**src/rtl/video_timing_pkg.sv**
```systemverilog
// Shared timing presets and helpers for the raster timing generator.
package video_timing_pkg;

  // One axis of a video mode: visible span, porches, sync width and sync level.
  typedef struct packed {
    int   active;
    int   fp;
    int   sync;
    int   bp;
    logic pol;
  } axis_timing_t;

  // VGA 640x480@60 (25.175 MHz pixel clock)
  localparam axis_timing_t VGA_H  = '{active: 640,  fp: 16, sync: 96,  bp: 48,  pol: 1'b0};
  localparam axis_timing_t VGA_V  = '{active: 480,  fp: 10, sync: 2,   bp: 33,  pol: 1'b0};

  // SVGA 800x600@60 (40 MHz pixel clock)
  localparam axis_timing_t SVGA_H = '{active: 800,  fp: 40, sync: 128, bp: 88,  pol: 1'b1};
  localparam axis_timing_t SVGA_V = '{active: 600,  fp: 1,  sync: 4,   bp: 23,  pol: 1'b1};

  // XGA 1024x768@60 (65 MHz pixel clock)
  localparam axis_timing_t XGA_H  = '{active: 1024, fp: 24, sync: 136, bp: 160, pol: 1'b0};
  localparam axis_timing_t XGA_V  = '{active: 768,  fp: 3,  sync: 6,   bp: 29,  pol: 1'b0};

  // Total count of one axis (pixels per line or lines per frame).
  function automatic int axis_total(input int active, input int fp, input int sync, input int bp);
    return active + fp + sync + bp;
  endfunction

  // Total count of a preset axis.
  function automatic int preset_total(input axis_timing_t t);
    return axis_total(t.active, t.fp, t.sync, t.bp);
  endfunction

endpackage

```
**src/rtl/video_timing_axis.sv**
```systemverilog
// One raster axis: a wrapping counter plus region decode (active, sync, last).
module video_timing_axis
  import video_timing_pkg::*;
#(
  parameter int ACTIVE = 1024,
  parameter int FP     = 24,
  parameter int SYNC   = 136,
  parameter int BP     = 160,
  parameter int INIT   = 0,
  parameter int W      = 11
) (
  input  logic         clk,
  input  logic         resetn,
  input  logic         step,
  input  logic         inc,
  output logic [W-1:0] count,
  output logic         active,
  output logic         in_sync,
  output logic         wrap
);

  localparam int TOTAL = axis_total(ACTIVE, FP, SYNC, BP);

  // Region boundaries are compared one bit wider than the counter so that a
  // boundary equal to 2**W (zero back porch on a full-width counter) still works.
  localparam logic [W:0] ACT_END    = (W+1)'(ACTIVE);
  localparam logic [W:0] SYNC_BEGIN = (W+1)'(ACTIVE + FP);
  localparam logic [W:0] SYNC_END   = (W+1)'(ACTIVE + FP + SYNC);
  localparam logic [W:0] LAST       = (W+1)'(TOTAL - 1);

  logic [W:0] count_ext;

  assign count_ext = {1'b0, count};
  assign active    = (count_ext < ACT_END);
  assign in_sync   = (count_ext >= SYNC_BEGIN) && (count_ext < SYNC_END);
  assign wrap      = (count_ext == LAST);

  // Advance when the raster moves and this axis is told to count; wrap after the last position.
  always_ff @(posedge clk) begin
    if (!resetn) begin
      count <= W'(INIT);
    end else if (step && inc) begin
      count <= wrap ? '0 : count + W'(1);
    end
  end

endmodule

```
**src/rtl/video_timing_gen.sv**
```systemverilog
// Raster timing generator: registered sync/de/position outputs plus a
// look-ahead copy running LEAD pixels ahead for the video-RAM fetch pipeline.
module video_timing_gen
  import video_timing_pkg::*;
#(
  parameter int   H_ACTIVE = 1024,
  parameter int   H_FP     = 24,
  parameter int   H_SYNC   = 136,
  parameter int   H_BP     = 160,
  parameter int   V_ACTIVE = 768,
  parameter int   V_FP     = 3,
  parameter int   V_SYNC   = 6,
  parameter int   V_BP     = 29,
  parameter logic HS_POL   = 1'b0,
  parameter logic VS_POL   = 1'b0,
  parameter int   LEAD     = 2,
  parameter int   X_W      = 11,
  parameter int   Y_W      = 10
) (
  input  logic           clk_pixel,
  input  logic           resetn,
  input  logic           enable,
  output logic           hsync,
  output logic           vsync,
  output logic           de,
  output logic [X_W-1:0] x,
  output logic [Y_W-1:0] y,
  output logic           frame_start,
  output logic           line_start,
  output logic           de_lead,
  output logic [X_W-1:0] lead_x,
  output logic [Y_W-1:0] lead_y
);

  localparam int H_TOTAL = axis_total(H_ACTIVE, H_FP, H_SYNC, H_BP);
  localparam int V_TOTAL = axis_total(V_ACTIVE, V_FP, V_SYNC, V_BP);

  if ((2 ** X_W) < H_TOTAL) begin : g_bad_x_w
    $error("video_timing_gen: X_W too narrow for H_TOTAL");
  end
  if ((2 ** Y_W) < V_TOTAL) begin : g_bad_y_w
    $error("video_timing_gen: Y_W too narrow for V_TOTAL");
  end
  if ((LEAD < 0) || (LEAD >= H_TOTAL)) begin : g_bad_lead
    $error("video_timing_gen: LEAD must be in 0..H_TOTAL-1");
  end

  logic [X_W-1:0] h_count, lh_count;
  logic [Y_W-1:0] v_count, lv_count;
  logic           h_active, v_active, lh_active, lv_active;
  logic           h_sync, v_sync, lh_sync, lv_sync;
  logic           h_wrap, v_wrap, lh_wrap, lv_wrap;
  logic           unused_axis_flags;

  // The lead copy has no sync outputs and neither vertical wrap is needed.
  assign unused_axis_flags = lh_sync ^ lv_sync ^ v_wrap ^ lv_wrap;

  video_timing_axis #(
    .ACTIVE(H_ACTIVE), .FP(H_FP), .SYNC(H_SYNC), .BP(H_BP), .INIT(0), .W(X_W)
  ) u_main_h (
    .clk(clk_pixel), .resetn(resetn), .step(enable), .inc(1'b1),
    .count(h_count), .active(h_active), .in_sync(h_sync), .wrap(h_wrap)
  );

  video_timing_axis #(
    .ACTIVE(V_ACTIVE), .FP(V_FP), .SYNC(V_SYNC), .BP(V_BP), .INIT(0), .W(Y_W)
  ) u_main_v (
    .clk(clk_pixel), .resetn(resetn), .step(enable), .inc(h_wrap),
    .count(v_count), .active(v_active), .in_sync(v_sync), .wrap(v_wrap)
  );

  video_timing_axis #(
    .ACTIVE(H_ACTIVE), .FP(H_FP), .SYNC(H_SYNC), .BP(H_BP), .INIT(LEAD % H_TOTAL), .W(X_W)
  ) u_lead_h (
    .clk(clk_pixel), .resetn(resetn), .step(enable), .inc(1'b1),
    .count(lh_count), .active(lh_active), .in_sync(lh_sync), .wrap(lh_wrap)
  );

  video_timing_axis #(
    .ACTIVE(V_ACTIVE), .FP(V_FP), .SYNC(V_SYNC), .BP(V_BP), .INIT(0), .W(Y_W)
  ) u_lead_v (
    .clk(clk_pixel), .resetn(resetn), .step(enable), .inc(lh_wrap),
    .count(lv_count), .active(lv_active), .in_sync(lv_sync), .wrap(lv_wrap)
  );

  // Register every output from the pre-increment counter values; hold everything while stalled.
  always_ff @(posedge clk_pixel) begin
    if (!resetn) begin
      hsync       <= ~HS_POL;
      vsync       <= ~VS_POL;
      de          <= 1'b0;
      x           <= '0;
      y           <= '0;
      frame_start <= 1'b0;
      line_start  <= 1'b0;
      de_lead     <= 1'b0;
      lead_x      <= '0;
      lead_y      <= '0;
    end else if (enable) begin
      hsync       <= h_sync ? HS_POL : ~HS_POL;
      vsync       <= v_sync ? VS_POL : ~VS_POL;
      de          <= h_active && v_active;
      x           <= h_count;
      y           <= v_count;
      frame_start <= (h_count == '0) && (v_count == '0);
      line_start  <= (h_count == '0);
      de_lead     <= lh_active && lv_active;
      lead_x      <= lh_count;
      lead_y      <= lv_count;
    end
  end

endmodule

```
**config.mk**
```make
export PLATFORM = sky130hd
export DESIGN_NAME = video_timing_gen
export DESIGN_NICKNAME = d
export VERILOG_FILES = /design/src/rtl/video_timing_pkg.sv /design/src/rtl/video_timing_axis.sv /design/src/rtl/video_timing_gen.sv
export SDC_FILE = /design/constraint.sdc
export NUM_CORES = 1
export LEC_CHECK = 0
export ABC_AREA = 1
export BUFFER_PORTS_ARGS = -buffer_cell sky130_fd_sc_hd__buf_2
export CORE_MARGIN = 4
export CORE_UTILIZATION = 30
export CTS_BUF_LIST = sky130_fd_sc_hd__clkbuf_8 sky130_fd_sc_hd__clkbuf_16
export CTS_CLUSTER_SIZE = 24
export DETAILED_ROUTE_END_ITERATION = 10
export PLACE_DENSITY_LB_ADDON = 0.2
export SETUP_SLACK_MARGIN = 0.02
export SYNTH_ARGS = -nofsm -noshare
export SYNTH_HDL_FRONTEND = slang
export SYNTH_SLANG_ARGS = --single-unit
export TNS_END_PERCENT = 20
```
**constraint.sdc**
```tcl
create_clock -name clk_pixel -period 2 [get_ports clk_pixel]
set_input_delay 0.3 -clock clk_pixel [delete_from_list [all_inputs] [get_ports clk_pixel]]
set_output_delay 0.3 -clock clk_pixel [all_outputs]
set_load 0.005 [all_outputs]
```
==> flow_metrics.tcl, run 1 <==
set metrics [dict create \
    status "finished clean" \
    fin_skew_ps 3.56 \
    swShare_pct 23.0 \
    ant_nets 0 \
    drc 0 \
    cts_resized 0 \
    worst_setup_path_start_kind "flip-flop" \
    drt-pass1-iter-count 4 \
    die_x_um 124 \
    post_dp_cell_area_mm2 0.00448 \
    dp_slack_ps 330 \
    cts_max_level 3 \
    min_path_type "in -> reg" \
    p_comb_share_pct 6.0 \
    grt_max_degree 81 \
    yosysUniqueCellTypes 30 \
    finalWorstSetupSlack_ps 323 \
    antenna_found_initial 0 \
    cts-root-buf "clkbuf_16" \
    clkSinkCount 90 \
    drive_above_1_share_pct 17.3 \
    busiest_layer "met2" \
    fp-row-count 42 \
    met2_usage_pct 23.5 \
    fin_hold_ws_ps 361 \
    met3_usage_pct 3.77 \
    postCtsHoldBufs 0 \
    ir_drop_v 0.000348 \
    design_area_mm2 0.00477 \
    crit_type "reg -> reg" \
    overflow 0 \
    synth.most_common_cell "nand2_1" \
    die-area_mm2 0.0154 \
    slew_viol_final 0 \
    syn2layout_area_growth_pct 17.9 \
    clkTransAtPathRegs_ps 60 \
    wl_um 9690 \
    final_cells 783 \
    met1_usage_pct 16.3 \
    tritoncts "yes" \
    internal_power_mw 2.88 \
    drv_cap 0 \
    drtIter0Drc 195 \
    wl_per_cell_um 12.4 \
    fin_tns_setup_ps 0 \
    synthTopCellsByArea "dfxtp_1 (45%), nand2_1 (10%), nor2_1 (8.2%), a21oi_1 (5.9%), o21ai_0 (5.6%)" \
    min_period_ps 1680 \
    die_h_um 124 \
    synth_top_area_share_pct 44.5 \
    rsz0062_at_grt "no" \
    placed_cells 767 \
    fill_cells 1435 \
    io_buffers 50 \
    synthesis.area_mm2 0.00405 \
    synth_top_cell_by_area "dfxtp_1" \
    ys_ff_latch 90 \
    pwr-share-clk_pct 43.7 \
    p_sw_uw 859 \
    pwr_density_cell_mw_per_mm2 783 \
    fin_crit_sh_pct 83.8 \
    end_kind "flip-flop" \
    num_vias 3540 \
    gp_congestion 0.858 \
    worst_pin_slew_ps 431 \
    seqPwrFrac_pct 50.3 \
    clk_latency_ps 340 \
    async_flop_share_pct 0 \
    synth_cells 554 \
    clk_path_buf_depth 2 \
    initial_core_util_pct 30.5 \
    yosys_warnings 0 \
    ios 51 \
    ys_top_cells_by_count "nand2_1 (110), dfxtp_1 (90), nor2_1 (88), inv_1 (52), a21oi_1 (48)" \
    grt_pass1_vias 3520 \
    postCtsSetupBuffers 0 \
    synth_top_flop_cell "dfxtp_1" \
    setup_viol 0 \
    fp.coreArea_mm2 0.0132 \
    crit_arrival_ps 1910 \
    synth_edf_count 0 \
    track_usage_pct 13.6 \
    worstPathMaxFanout 16 \
    syn-num-nets 566 \
    hpwl_um 7060 \
    cts_buffers 9 \
    critPathRequiredTime_ps 2240 \
    hold_viol 0 \
    via_per_inst 4.52 \
    relSlewSlack_pct 71.2 \
    timing.fmax_ghz 0.596 \
    diodes 0 \
    avgSynthCellArea_um2 7.30 \
    p_leak_nw 2.03 \
    ys_seq_area_share_pct 44.5 \
    nNetsFinal 614 \
    grt_pass1_wl_um 16600 \
]
==> stage by stage <==
stage / util, % / total power [mW]
6_report: 36.0 / 3.73
5_1_grt: 36.0 / 3.90
4_1_cts: 36.0 / 3.79
3_5_place_dp: 33.8 / 2.15
3_3_place_gp: 33.8 / 2.15
2_1_floorplan: - / 2.05
==> registers in the layout, indices dropped and copies added, names as in the netlist, 10 cells and up <==
signal,flops
lead_x,11
lead_y,10
u_lead_h.count,11
u_lead_v.count,10
u_main_h.count,11
u_main_v.count,10
x,11
y,10
==> logic make-up after synthesis <==
family / after synthesis / share of synthesized area, %
flops: 90 / 44.5
xor+xnor: 10 / 2.17
simple gates: 268 / 30.0
compound gates: 99 / 12.6
buf+inv: 78 / 7.95
fa+ha+maj: 9 / 2.78
==> layer usage <==
metal | up-vias | share of wire [%]
met5 | - | 0
met4 | 0 | 1.7
met3 | 10 | 3.6
met2 | 54 | 48
met1 | 1603 | 47
li1 | 1873 | -
==> worst max-delay path, stage by stage, from the launching register on <==
cell	delay [ps]
dfxtp_1	370
ha_1	200
nand3_2	120
nor2_4	140
nand2_2	90
nor2_4	360
nand2_1	120
nor2_1	110
nor2_1	50
==> cell type report <==
class | count | area [um^2] | area share [%]
clock buffers | 12 | 267 | 5.59
flip-flops and latches | 90 | 1800 | 37.8
clock inverters | 4 | 25.0 | 0.525
well taps | 176 | 220 | 4.62
multi-input cells | 386 | 1920 | 40.3
repair buffers | 57 | 315 | 6.61
inverters | 58 | 218 | 4.57
==> path summary, 6_finish.rpt <==
| check | start | endpoint | slack (ps) | cells past startpoint |
|---|---|---|---|---|
| setup reg to reg | u_lead_h.count[0] | u_lead_v.count[7] | 320 | 8 |
| hold reg to reg | x[0] | x[0] | 460 | 2 |
| hold / removal | resetn | lead_x[7] | 360 | 3 |
| setup / recovery | u_lead_h.count[0] | u_lead_v.count[7] | 320 | 8 |
==> power groups by stage <==
| stage | sequential (mW) | clock (mW) | combinational [mW] |
|---|---|---|---|
| floorplan | 1.92 | 0 | 0.128 |
| global placement | 1.92 | 0 | 0.228 |
| detailed placement | 1.92 | 0 | 0.230 |
| CTS | 1.88 | 1.68 | 0.231 |
| global route | 1.89 | 1.75 | 0.261 |
| finish | 1.88 | 1.63 | 0.224 |
==> cells in the final DEF, fill, tap and decap left out, types with 3 or more instances in the layout <==
| cell type | count |
|---|---|
| xor2_1 | 10 |
| nor2_2 | 4 |
| nand3_2 | 10 |
| dfxtp_1 | 90 |
| inv_1 | 52 |
| nand2_2 | 5 |
| clkbuf_16 | 9 |
| a21oi_1 | 48 |
| ha_1 | 9 |
| nand4_1 | 11 |
| nor2_1 | 88 |
| buf_4 | 6 |
| nand2_1 | 110 |
| clkbuf_8 | 3 |
| nand3_1 | 23 |
| nor3_1 | 11 |
| o21ai_0 | 45 |
| nor2_4 | 3 |
| buf_2 | 50 |
| inv_2 | 5 |
No activity file was read; power rests on OpenSTA's default activity.
==> inputs of run 2 (changes only) <==
==> constraint.sdc (replaced) <==
create_clock -name clk_pixel -period 1.5 [get_ports clk_pixel]
set_input_delay 0.225 -clock clk_pixel [delete_from_list [all_inputs] [get_ports clk_pixel]]
set_output_delay 0.225 -clock clk_pixel [all_outputs]
set_load 0.005 [all_outputs]
==> flow_metrics.tcl, run 2 (synthesis results as in run 1) <==
set metrics [dict create \
    cts-root-buf "clkbuf_16" \
    num_vias 3720 \
    drive_above_1_share_pct 24.1 \
    min_period_ps 1450 \
    drt-pass1-iter-count 4 \
    worst_setup_path_start_kind "flip-flop" \
    die_x_um 124 \
    min_path_type "in -> reg" \
    fp-row-count 42 \
    track_usage_pct 14.2 \
    slowest_delay_ps 350 \
    fill_cells 1426 \
    final_common_cell "nand2_1" \
    grt_max_degree 48 \
    initial_core_util_pct 30.5 \
    drv_cap 0 \
    drtIter0Drc 194 \
    ant_nets 0 \
    die-area_mm2 0.0154 \
    fp.coreArea_mm2 0.0132 \
    diodes 0 \
    clk_path_buf_depth 2 \
    pwr_density_cell_mw_per_mm2 992 \
    antenna_found_initial 0 \
    wl_per_cell_um 12.8 \
    fin_tns_setup_ps 0 \
    overflow 0 \
    postCtsHoldBufs 0 \
    fin_skew_ps 6.06 \
    finalWorstSetupSlack_ps 54.1 \
    via_per_inst 4.57 \
    clkTransAtPathRegs_ps 60 \
    relSlewSlack_pct 76.1 \
    dp_slack_ps -38.7 \
    nNetsFinal 645 \
    setup_viol 0 \
    slew_viol_final 0 \
    crit_type "reg -> reg" \
    fin_crit_sh_pct 96.4 \
    crit_chain "ha_4 > nand3_4 > nor2_4 > nand2_2 > nor2_4 > clkbuf_16 > nand3_2 > nand2_2 > nor2_2" \
    hold_viol 0 \
    layout_common_cells "nand2_1 (107), dfxtp_1 (86), nor2_1 (82)" \
    die_h_um 124 \
    finalPower_mw 5.10 \
    final_core_util_pct 38.9 \
    syn2layout_area_growth_pct 27.2 \
    cts_max_level 3 \
    tritoncts "yes" \
    hpwl_um 7400 \
    grt_pass1_vias 3695 \
    p_leak_nw 2.20 \
    clkSinkCount 90 \
    critPathRequiredTime_ps 1740 \
    wl_um 10400 \
    ios 51 \
    cts_buffers 9 \
    crit_arrival_ps 1680 \
    clk_latency_ps 340 \
    drc 0 \
    critPathSlowestCell "dfxtp_2" \
    timing.fmax_ghz 0.692 \
    status "finished clean" \
    worst_pin_slew_ps 357 \
    io_buffers 50 \
    rsz0062_at_grt "yes" \
    gp_congestion 0.898 \
    worstPathMaxFanout 8 \
    grt_pass1_wl_um 17200 \
    ir_drop_v 0.000574 \
    end_kind "flip-flop" \
]
## run 2: cell types whose count changed in the layout (fill, tap and decap cells not counted), moves of 3 or more
cell and delta:
nor2_1 -6, dfxtp_2 +3, nand2_1 -3, nand2_2 +3, buf_4 +27, dfxtp_1 -4
nor2_2 +6
## run 2: stage by stage
step / std cells / hold slack (ps) / instance area, um^2
floorplan: 554 / 439 / 4050
global placement: 787 / 450 / 4650
detailed placement: 787 / 451 / 4650
CTS: 803 / 287 / 4950
global route: 814 / 314 / 5140
finish: 814 / 301 / 5140
## run 2: per-layer routing
layer / share of wire (%) / track usage, % / up-vias
met4: 2.1 / 6.16 / 0
met3: 4.7 / 3.63 / 14
li1: - / - / 1938
met1: 44 / 16.8 / 1692
met2: 49 / 24.1 / 76
met5: 0 / 0 / -
## run 2: power breakdown
part / switching, mW / internal, mW
logic: 0.195 / 0.144
clock network: 0.930 / 1.32
registers: 0.0425 / 2.47
## run 2: repair_timing
action	in CTS	in global routing
gates cloned	0	2
resized for setup	1	26
setup buffers	0	9
endpoints found under the setup margin	4	27
pin swaps	0	14
## run 2: area by class of cell
| type | instances | area, um^2 | area share [%] |
|---|---|---|---|
| multi-input combinational | 387 | 2020 | 39.2 |
| sequential | 90 | 1810 | 35.2 |
| timing repair buffer | 87 | 583 | 11.3 |
| clock buffer | 10 | 239 | 4.64 |
| tap | 176 | 220 | 4.28 |
| inverter | 58 | 218 | 4.23 |
| clock inverter | 6 | 57.6 | 1.12 |
## run 2: final timing paths
check	slack (ps)	to	depth (start not counted)	from
worst min-delay path	300	x[6]	3	enable
worst max-delay path	50	u_lead_v.count[3]	9	u_lead_h.count[1]
worst min register to register	460	de	2	de
worst max register to register	50	u_lead_v.count[3]	9	u_lead_h.count[1]
## run 2: critical path: cells and delay by family (launching register included)
kind	cells	cell delay (ps)
adders and majority gates	1	150
buffers and inverters	1	180
DFF	1	350
and+or+nand+nor	7	650
==> inputs of run 3 (changes only) <==
--- a/config.mk
+++ b/config.mk
@@ -8,7 +8,7 @@
 export ABC_AREA = 1
 export BUFFER_PORTS_ARGS = -buffer_cell sky130_fd_sc_hd__buf_2
 export CORE_MARGIN = 4
-export CORE_UTILIZATION = 30
+export CORE_UTILIZATION = 52
 export CTS_BUF_LIST = sky130_fd_sc_hd__clkbuf_8 sky130_fd_sc_hd__clkbuf_16
 export CTS_CLUSTER_SIZE = 24
 export DETAILED_ROUTE_END_ITERATION = 10
==> flow_metrics.tcl, run 3 (synthesis results as in run 1) <==
set metrics [dict create \
    wirelength_met1_um 4420 \
    wl_met3_um 367 \
    timing.fmax_ghz 0.706 \
    crit_chain "ha_4 > nand3_2 > nor2_4 > nand2_4 > nor2_4 > nand3_1 > nand2_1 > nor2_2" \
    worstPathMaxFanout 7 \
    slowest_delay_ps 380 \
    drt-pass1-iter-count 4 \
    multiInputGateArea_mm2 0.00201 \
    min_path_type "in -> reg" \
    hold_depth 3 \
    critPathRequiredTime_ps 1760 \
    regArea_mm2 0.00181 \
    grt_pass1_wl_um 16000 \
    syn2layout_area_growth_pct 20.1 \
    drtIter0Drc 121 \
    ir_drop_v 0.000535 \
    crit_type "reg -> reg" \
    dp_slack_ps -14.6 \
    clkTransAtPathRegs_ps 90 \
    crit_arrival_ps 1670 \
    fill_cells 668 \
    final_core_util_pct 65.6 \
    final_common_cell "nand2_1" \
    grt_pass1_vias 3510 \
    cts-root-buf "clkbuf_8" \
    track_usage_pct 22.0 \
    relSlewSlack_pct 76.9 \
    cts_buffers 9 \
    fin_crit_sh_pct 94.4 \
    cts_max_level 3 \
    top_layer "met4" \
    num_vias 3765 \
    pwr_density_cell_mw_per_mm2 923 \
    io_buffers 50 \
    wl_per_cell_um 13.5 \
    drc 0 \
    slew_viol_final 0 \
    hpwl_um 7190 \
    fin_skew_ps 8.49 \
    initial_core_util_pct 54.6 \
    diodes 0 \
    postCtsHoldBufs 0 \
    via_per_inst 5.15 \
    worst_pin_slew_ps 343 \
    ff2ff_setup_slack_ps 80 \
    clk_latency_ps 360 \
    ios 51 \
    gp_congestion 0.945 \
    die-area_mm2 0.00925 \
    p_leak_nw 2.12 \
    die_h_um 96.2 \
    clk_path_buf_depth 2 \
    min_period_ps 1420 \
    hold_viol 0 \
    fin_hold_ws_ps 229 \
    layout_common_cells "nand2_1 (102), nor2_1 (86), dfxtp_1 (84)" \
    overflow 0 \
    routed-wl-met2_um 5020 \
    antenna_found_initial 0 \
    setup_viol 0 \
    ant_nets 0 \
    rsz0062_at_grt "yes" \
    clkSinkCount 90 \
    cpMostUsedCell "nor2_4" \
    end_kind "flip-flop" \
    fp-row-count 31 \
    r2r_cells 8 \
    fp.coreArea_mm2 0.00741 \
    wl_um 9900 \
    drive_above_1_share_pct 23.3 \
    status "finished clean" \
    die_x_um 96.2 \
    drv_cap 0 \
    critPathSlowestCell "dfxtp_4" \
    finalWorstSetupSlack_ps 84.2 \
    finalPower_mw 4.48 \
    nNetsFinal 639 \
    worst_setup_path_start_kind "flip-flop" \
    tritoncts "yes" \
    grt_max_degree 31 \
]
run 3: repair_timing:
action                     in CTS  in global routing
pin swaps                       1                  7
buffers inserted                0                  3
setup endpoints to repair      10                 21
gates resized for setup         6                 25
gates cloned                    0                  2
run 3: cell type report:
class                   instances  share of cell area (%)
clock buffers                  10                    2.83
flip-flops and latches         90                    37.4
inverters                      58                    4.48
multi-input cells             387                    41.5
clock inverters                 6                    1.21
repair buffers                 81                    10.1
well taps                      99                    2.55
run 3: routing by layer:
| layer | GRT usage (%) | up-vias |
|---|---|---|
| met4 | 6.16 | 0 |
| met2 | 38.2 | 72 |
| met1 | 27.0 | 1754 |
| met3 | 5.00 | 10 |
| li1 | - | 1929 |
| met5 | 0 | - |
run 3: power by group:
part	total [mW]	internal [mW]	switching (mW)	leakage, nW
Combinational	0.334	0.140	0.194	1.28
Sequential	2.51	2.46	0.0438	0.737
Clock	1.64	0.804	0.837	0.105
Total	4.48	3.41	1.07	2.12
run 3: worst max-delay path: cells and delay by family (launching register included):
family,cells,cell delay (ps)
AND/OR/NAND/NOR,7,790
flip-flops,1,380
adder cells (fa/ha/maj),1,150
run 3: stage by stage:
step / area, um^2 / std cells / TNS, ps
floorplan: 4050 / 554 / 0
detailed placement: 4520 / 710 / -29.8
global route: 4860 / 731 / -33.7
global placement: 4520 / 710 / 0
finish: 4860 / 731 / 0
CTS: 4730 / 726 / 0
run 3: path summary, 6_finish.rpt:
path,endpoint,start
min,u_lead_v.count[4],resetn
min reg2reg,x[0],x[0]
max reg2reg,u_main_v.count[7],u_main_h.count[0]
max,u_main_v.count[7],u_main_h.count[0]
